File: src/rtl/rvb_pcpi_core.sv
// Zbb-style bit-manipulation coprocessor on the picorv32 PCPI bus; RVB_TERNARY_EN adds cmix/cmov.
// Latency: result and a one-cycle ready/wr pulse appear the cycle after a recognised insn is sampled.
// Backpressure: none; unrecognised insns are never claimed so the CPU times out and traps.
module rvb_pcpi_core #(
    parameter int XLEN = 32
) (
    input  logic            clk,
    input  logic            reset,
    input  logic            pcpi_valid,
    input  logic [31:0]     pcpi_insn,
    input  logic [XLEN-1:0] pcpi_rs1,
    input  logic [XLEN-1:0] pcpi_rs2,
    input  logic [XLEN-1:0] pcpi_rs3,
    output logic            pcpi_wr,
    output logic [XLEN-1:0] pcpi_rd,
    output logic            pcpi_wait,
    output logic            pcpi_ready
);

    localparam logic [6:0] OPC_OP     = 7'b0110011;
    localparam logic [6:0] OPC_OP_IMM = 7'b0010011;

    typedef enum logic {IDLE, DONE} state_t;

    state_t          state, state_nxt;
    logic            rec;
    logic [XLEN-1:0] res;

    logic [6:0] opc, f7;
    logic [2:0] f3;
    logic [4:0] r2f, sh;
    logic [2*XLEN-1:0] rot_l, rot_r;

    assign opc = pcpi_insn[6:0];
    assign f3  = pcpi_insn[14:12];
    assign f7  = pcpi_insn[31:25];
    assign r2f = pcpi_insn[24:20];
    assign sh  = (opc == OPC_OP_IMM) ? r2f : pcpi_rs2[4:0];

    // Rotating a doubled word avoids a special case for a shift amount of zero.
    assign rot_r = {pcpi_rs1, pcpi_rs1} >> sh;
    assign rot_l = {pcpi_rs1, pcpi_rs1} << sh;

    logic unused_bits;
    assign unused_bits = ^{pcpi_insn[19:15], pcpi_insn[11:7], pcpi_rs3};

    function automatic logic [5:0] f_clz(input logic [XLEN-1:0] v);
        logic [5:0] n;
        logic       hit;
        n   = '0;
        hit = 1'b0;
        for (int i = XLEN - 1; i >= 0; i--) begin
            if (!hit) begin
                if (v[i]) hit = 1'b1;
                else      n   = n + 6'd1;
            end
        end
        return n;
    endfunction

    function automatic logic [5:0] f_ctz(input logic [XLEN-1:0] v);
        logic [5:0] n;
        logic       hit;
        n   = '0;
        hit = 1'b0;
        for (int i = 0; i < XLEN; i++) begin
            if (!hit) begin
                if (v[i]) hit = 1'b1;
                else      n   = n + 6'd1;
            end
        end
        return n;
    endfunction

    function automatic logic [5:0] f_pcnt(input logic [XLEN-1:0] v);
        logic [5:0] n;
        n = '0;
        for (int i = 0; i < XLEN; i++) n = n + {5'd0, v[i]};
        return n;
    endfunction

    always_comb begin
        rec = 1'b0;
        res = '0;
        if (opc == OPC_OP) begin
            if (f7 == 7'b0100000) begin
                case (f3)
                    3'b111:  begin rec = 1'b1; res = pcpi_rs1 & ~pcpi_rs2;   end
                    3'b110:  begin rec = 1'b1; res = pcpi_rs1 | ~pcpi_rs2;   end
                    3'b100:  begin rec = 1'b1; res = ~(pcpi_rs1 ^ pcpi_rs2); end
                    default: ;
                endcase
            end else if (f7 == 7'b0110000) begin
                case (f3)
                    3'b001:  begin rec = 1'b1; res = rot_l[2*XLEN-1:XLEN]; end
                    3'b101:  begin rec = 1'b1; res = rot_r[XLEN-1:0];      end
                    default: ;
                endcase
            end else if (f7 == 7'b0000101) begin
                rec = f3[2];
                case (f3)
                    3'b100:  res = ($signed(pcpi_rs1) < $signed(pcpi_rs2)) ? pcpi_rs1 : pcpi_rs2;
                    3'b101:  res = (pcpi_rs1 < pcpi_rs2) ? pcpi_rs1 : pcpi_rs2;
                    3'b110:  res = ($signed(pcpi_rs1) > $signed(pcpi_rs2)) ? pcpi_rs1 : pcpi_rs2;
                    3'b111:  res = (pcpi_rs1 > pcpi_rs2) ? pcpi_rs1 : pcpi_rs2;
                    default: ;
                endcase
`ifdef RVB_TERNARY_EN
            end else if (f7[1:0] == 2'b11) begin
                case (f3)
                    3'b001:  begin rec = 1'b1; res = (pcpi_rs1 & pcpi_rs2) | (pcpi_rs3 & ~pcpi_rs2); end
                    3'b101:  begin rec = 1'b1; res = (pcpi_rs2 != '0) ? pcpi_rs1 : pcpi_rs3;        end
                    default: ;
                endcase
`endif
            end
        end else if (opc == OPC_OP_IMM && f7 == 7'b0110000) begin
            if (f3 == 3'b001) begin
                case (r2f)
                    5'd0:    begin rec = 1'b1; res = {{(XLEN-6){1'b0}}, f_clz(pcpi_rs1)};  end
                    5'd1:    begin rec = 1'b1; res = {{(XLEN-6){1'b0}}, f_ctz(pcpi_rs1)};  end
                    5'd2:    begin rec = 1'b1; res = {{(XLEN-6){1'b0}}, f_pcnt(pcpi_rs1)}; end
                    5'd4:    begin rec = 1'b1; res = {{(XLEN-8){pcpi_rs1[7]}}, pcpi_rs1[7:0]};    end
                    5'd5:    begin rec = 1'b1; res = {{(XLEN-16){pcpi_rs1[15]}}, pcpi_rs1[15:0]}; end
                    default: ;
                endcase
            end else if (f3 == 3'b101) begin
                rec = 1'b1;
                res = rot_r[XLEN-1:0];
            end
        end
    end

    always_comb begin
        state_nxt  = state;
        pcpi_wait  = 1'b0;
        pcpi_ready = 1'b0;
        pcpi_wr    = 1'b0;
        case (state)
            IDLE: begin
                pcpi_wait = pcpi_valid & rec;
                if (pcpi_valid && rec) state_nxt = DONE;
            end
            DONE: begin
                pcpi_ready = 1'b1;
                pcpi_wr    = 1'b1;
                state_nxt  = IDLE;
            end
            default: state_nxt = IDLE;
        endcase
    end

    always_ff @(posedge clk) begin
        if (reset) begin
            state   <= IDLE;
            pcpi_rd <= '0;
        end else begin
            state <= state_nxt;
            if (state == IDLE && pcpi_valid && rec) pcpi_rd <= res;
        end
    end

endmodule

File: config.mk
export PLATFORM = sky130hd
export DESIGN_NAME = rvb_pcpi_core
export DESIGN_NICKNAME = d
export VERILOG_FILES = /design/src/rtl/rvb_pcpi_core.sv
export SDC_FILE = /design/constraint.sdc
export NUM_CORES = 1
export LEC_CHECK = 0
export CORE_UTILIZATION = 44
export CTS_CLUSTER_SIZE = 25
export DETAILED_ROUTE_END_ITERATION = 6
export HOLD_SLACK_MARGIN = 0.06
export PLACE_DENSITY = 0.7
export SLEW_MARGIN = 20
export SYNTH_ARGS = -nofsm -noshare
export SYNTH_HDL_FRONTEND = slang
export SYNTH_SLANG_ARGS = --single-unit
File: constraint.sdc
create_clock -name clk -period 27.5 [get_ports clk]
set_clock_uncertainty 0.1 [all_clocks]
set_input_delay 5.5 -clock clk [delete_from_list [all_inputs] [get_ports clk]]
set_output_delay 5.5 -clock clk [all_outputs]
set_load 0.02 [all_outputs]
## After elaboration in Yosys (flattened, before gate mapping)

Index checks and enable logic that the tools add are counted.

| storage, ports and cells | value |
|---|---|
| bits of input ports | 131 |
| word-level logic and storage cells | 874 |
| flip-flop bits (word level) | 33 |

| cells by class | value |
|---|---|
| shifts and indexed selects | 2 |
| equality and inequality tests | 14 |
| bitwise logic cells | 7 |
| reductions and logical operators | 8 |
| magnitude comparators | 4 |
| add/sub/neg operators | 93 |
| multiplexer cells | 744 |

Operator list:

| kind | number |
|---|---|
| 6-bit 2-to-1 mux | 372 |
| 6-bit by 1-bit adder with 6-bit output (second input constant) | 62 |
| 1-bit 2-to-1 mux | 355 |
| 32-bit 2-to-1 mux | 11 |
| 32-bit one-hot mux with 5 select lines | 1 |
| 6-bit by 1-bit adder with 6-bit output | 26 |
| 32-bit one-hot mux with 4 select lines | 1 |
| 32-bit one-hot mux with 3 select lines | 1 |
| 32-bit > comparator | 2 |
| 32-bit < comparator | 2 |
| 32-bit NOT | 2 |
| 32-bit one-hot mux with 2 select lines | 1 |
| 64-bit by 5-bit left shift with 64-bit output | 1 |
| 64-bit by 5-bit right shift with 32-bit output | 1 |
| 32-bit AND | 1 |
| 32-bit OR | 1 |
| 32-bit XOR | 1 |
| 7-bit by 6-bit equality test with 1-bit output (second input constant) | 3 |
| 3-bit equality test (second input constant) | 4 |
| 5-bit by 3-bit equality test with 1-bit output (second input constant) | 2 |
| 7-bit by 3-bit equality test with 1-bit output (second input constant) | 1 |
| 7-bit by 5-bit equality test with 1-bit output (second input constant) | 1 |
| 5-bit by 1-bit adder with 6-bit output | 1 |
| 4-bit by 1-bit adder with 5-bit output | 1 |
| other kinds (15) | 18 |

## Depth between registers and ports, before layout

| logic depth | value |
|---|---|
| depth after elaboration | 222 |
| depth in mapped cells | 114 |
| depth with buffers taken out | 111 |

## Least setup slack after synthesis

No wires, ideal clock.

| path | value |
|---|---|
| path kind | input to register |
| from | input port pcpi_rs1[31] |
| to | register pcpi_rd[5] |
| setup time | 0.079 ns |
| setup slack | 3.039 ns |
| arrival | 24.282 ns |
| buffers on the path | 4 |
| required time | 27.321 ns |
| cell stages on the path | 114 |
| cell sequence | clkbuf_1 clkbuf_1 nor2_1 ha_1 o21a_1 ha_1 nand2_1 a21boi_0 ha_1 a21o_1 ha_1 inv_1 o21ai_0 a21o_1 ha_1 mux2i_1 o21ai_0 a21o_1 [... 78 more ...] inv_1 ha_1 nor2_1 a21oi_1 ha_1 nor2b_1 xnor2_1 nor2_1 xor2_1 and3_1 and2_4 a31oi_1 a31oi_1 xnor2_1 nand2_1 a41oi_2 o21ai_2 a211oi_2 |

| between the ends | value |
|---|---|
| longest elaborated chain between the ends | 222 |
| elaborated cells between the ends (all ways) | 396 |

Ends and longest elaborated chain:

| what | RTL line | text |
|---|---|---|
| start, declared | 11 | `input logic [XLEN-1:0] pcpi_rs1,` |
| 1-bit 2-to-1 mux | 54 | `if (v[i]) hit = 1'b1;` |
| 6-bit 2-to-1 mux | 119 | `case (r2f)` |
| 6-bit 2-to-1 mux | 118 | `if (f3 == 3'b001) begin` |
| 6-bit 2-to-1 mux | 117 | `end else if (opc == OPC_OP_IMM && f7 == 7'b0110000) begin` |
| 6-bit 2-to-1 mux | 85 | `if (opc == OPC_OP) begin` |
| 6-bit by 1-bit adder with 6-bit output | 55 | `else n = n + 6'd1;` |
| 6-bit 2-to-1 mux | 54 |  |
| 6-bit 2-to-1 mux | 53 | `if (!hit) begin` |
| [... 206 more ...] | n/a |  |
| 6-bit 2-to-1 mux | 85 |  |
| 6-bit by 1-bit adder with 6-bit output | 55 |  |
| 6-bit 2-to-1 mux | 54 |  |
| 6-bit 2-to-1 mux | 53 |  |
| 32-bit one-hot mux with 5 select lines | 119 |  |
| 32-bit 2-to-1 mux | 118 |  |
| 32-bit 2-to-1 mux | 117 |  |
| 32-bit 2-to-1 mux (*) | 85 |  |
| end signal, assigned | 159 | `if (state == IDLE && pcpi_valid && rec) pcpi_rd <= res;` |
| end, declared | 15 | `output logic [XLEN-1:0] pcpi_rd,` |

Mark *: on every way between the ends. The rest lies on a longest branch, timed or not. The select of a mux whose other input is x is not followed.
A chain may end at the register's enable or synchronous reset.

## Worst setup path after layout

| path | value |
|---|---|
| from | input port pcpi_rs1[30] |
| to | register pcpi_rd[5] |

| between the ends | value |
|---|---|
| longest elaborated chain between the ends | 216 |
| elaborated cells between the ends (all ways) | 399 |

Ends and longest elaborated chain:

| what | RTL line |
|---|---|
| 6-bit 2-to-1 mux | 54 |
| 6-bit 2-to-1 mux | 53 |
| 6-bit 2-to-1 mux | 119 |
| 6-bit 2-to-1 mux | 118 |
| 6-bit 2-to-1 mux | 117 |
| 6-bit 2-to-1 mux | 85 |
| 6-bit by 1-bit adder with 6-bit output | 55 |
| 6-bit 2-to-1 mux | 54 |
| [... 200 more ...] | n/a |
| 6-bit 2-to-1 mux | 85 |
| 6-bit by 1-bit adder with 6-bit output | 55 |
| 6-bit 2-to-1 mux | 54 |
| 6-bit 2-to-1 mux | 53 |
| 32-bit one-hot mux with 5 select lines | 119 |
| 32-bit 2-to-1 mux | 118 |
| 32-bit 2-to-1 mux | 117 |
| 32-bit 2-to-1 mux (*) | 85 |

Marks and branches as above.

==> results.py <==
metrics = {
    "status": {
        "status": "complete, no violations",
    },
    "sta": {
        "setup_viol": 0,
        "relSlewSlack": 0.2931,
        "hold_ws_ps": 394.5,
        "finalCritPeriodShare": 0.9510,
        "hold_viol_final": 0,
        "slew_viol_final": 0,
        "min_period_ps": 26150,
        "clock.fmax_ghz": 0.03824,
        "worst_pin_slew_ps": 1057,
    },
    "placement": {
        "dp_hpwl_um": 52440,
        "port_buffers": 123,
        "gp_congestion": 0.9868,
        "dp.cells": 3058,
    },
    "yosys": {
        "synth_top_flop_cell": "dfxtp_1",
        "ys_ff_latch": 33,
        "ys_top_cells_by_count": "364 x nor2_1, 196 x mux2i_1, 193 x a21oi_1",
        "yosys.cell_count.top_type": "nor2_1",
        "yosys-top-cells-area": "mux2i_1 11%, ha_1 9.1%, mux4_2 7.9%",
        "yosys.cell_types.count": 110,
        "yosys.area.top_type": "mux2i_1",
        "synth_cells": 2529,
        "avgSynthCellArea_um2": 7.239,
        "syn_nets": 2817,
        "ys_seq_area_frac": 0.03609,
        "yosys_warnings": 0,
        "synth_area_um2": 18310,
        "synth-edff-count": 0,
        "synth.top_cell.area_share": 0.1072,
        "synthArstFlopShare": 0,
    },
    "global_routing": {
        "grt_max_degree": 69,
        "grt_pass1_vias": 19013,
        "grt_pass1_wl_um": 107100,
        "antenna_found_initial": 1,
        "grt_usage": 0.3223,
        "grt-ovfl-total": 0,
    },
    "setup_path": {
        "worstPathRequired_ps": 27610,
        "critical_path_class": "input port to flip-flop",
        "end_kind": "flip-flop",
        "crit_fanout": 17,
        "cp_num_buf_inv": 5,
        "cp_slowest_cell": "clkdlybuf4s50_1",
        "crit_family": "adder cells",
        "cp-start-kind": "input port",
        "max_stage_delay_ps": 570,
        "arrival_ps": 26270,
        "path_common_cell": "ha_1",
    },
    "route": {
        "drt_first_iter_violations": 2041,
        "via_per_inst": 6.520,
        "ant_nets": 0,
        "vias": 20028,
        "wire_per_inst_um": 22.65,
        "dr.pass1.iters": 6,
        "wl_um": 69590,
        "drc_errors": 0,
    },
    "clock_tree": {
        "cts_inserted_buffers": 5,
        "insertion_delay_ps": 290,
        "root_buffer": "clkbuf_16",
        "postCtsHoldBufs": 0,
        "cts_tree": "done",
        "path_clk_slew_ps": 50,
        "clockBufferDepth": 2,
        "cts_sinks": 33,
        "htree_levels": 2,
    },
    "floorplan": {
        "fp-row-count": 74,
        "dieHeight_um": 206.0,
        "die_w_um": 206.0,
        "coreArea_um2": 40920,
        "start_util": 0.4474,
        "boundaryPins": 166,
        "die_area_um2": 42430,
    },
    "final_layout": {
        "fin_util": 0.4961,
        "areaGrowthSynthToFinish_pct": 10.90,
        "n_fill_cell": 4036,
        "drive_above_1_share": 0.09370,
        "final_net_count": 2827,
        "final_cells": 3072,
        "diodes": 0,
    },
    "worst_hold_path": {
        "worstHoldPathType": "flip-flop to flip-flop",
    },
    "power": {
        "ir_worst_vdd_uv": 24.80,
        "power.leakage_nw": 7.930,
        "powerDensity_nw_per_um2": 25.86,
    },
    "flow_run": {
        "maxCapViolations": 0,
    },
}
state kept, by name, indices dropped and copies added (netlist names):
| name | flops |
|---|---|
| pcpi_rd | 32 |
| state | 1 |
per-stage QoR:
step           TNS (ps)  cell area, µm²  power [mW]  setup slack [ps]
2_1_floorplan         0           18310      0.3388              3039
3_3_place_gp          0           20010      0.4352              1379
3_5_place_dp          0           20010      0.4478             746.4
4_1_cts               0           20180      0.5169             949.0
5_1_grt          -46.43           20300      0.5644            -46.43
6_report              0           20300      0.5251              1349
logic make-up (layout without fill, tap and decap cells):
group                      after synthesis  count (layout)  synth area share
AOI/OAI and AO/OA                      597             597            0.2102
buffers and inverters                  299             310           0.06322
adders and majority gates              159             159            0.1182
xor gates and xnor gates               213             213            0.1239
and+or+nand+nor                        956             956            0.2537
DFF                                     33              33           0.03609
muxes                                  272             272            0.1947
worst register-to-register path: stages, from the launching register on:
cell and delay [ps]:
dfxtp_1 320, or3b_2 730, inv_1 160, buf_4 440, and3_1 300, a21oi_1 60
o22ai_1 140
timing repair:
item,4_1_cts,5_1_grt
gates resized for setup,0,18
setup endpoints to repair,0,5
setup buffers,0,6
per-layer routing:
layer,up-vias,routed length [µm],GRT usage
li1,9209,-,-
met1,9413,27290,0.4059
met2,1145,31340,0.5254
met3,261,6240,0.03500
met4,0,4731,0.2009
met5,-,0,0
worst paths after layout:
path,slack (ps),startpoint,end,cells past startpoint
setup / recovery,1350,pcpi_rs1[30],pcpi_rd[5],112
hold / removal,390,pcpi_rd[18],pcpi_rd[18],2
setup reg to reg,25160,state,pcpi_rd[1],6
hold reg to reg,390,pcpi_rd[18],pcpi_rd[18],2
power breakdown:
part	leakage, nW	internal [mW]	switching [mW]
combinational	7.58	0.169	0.241
sequential	0.266	0.0478	0.00000215
clock	0.0841	0.0453	0.0218
total	7.93	0.262	0.263
final cells by class:
cell class | instances | area [µm²] | area share
multi-input cells | 2197 | 16640 | 0.8197
repair buffers | 189 | 1733 | 0.08535
well taps | 532 | 665.6 | 0.03278
flip-flops and latches | 33 | 660.6 | 0.03254
inverters | 113 | 427.9 | 0.02108
clock buffers | 7 | 142.6 | 0.007025
clock inverters | 1 | 30.03 | 0.001479
cells in the final DEF (no fill, tap or decap), types with 58 or more instances in the layout:
cell / instances
buf_4: 64
mux2i_1: 189
a21oi_1: 191
nand2_1: 171
ha_1: 129
xnor2_1: 122
nor3_1: 120
xor2_1: 58
mux4_2: 64
nor2_1: 363
clkdlybuf4s50_1: 122
o21ai_0: 131
inv_1: 108
Note: power is estimated with default switching activity, not from simulation.
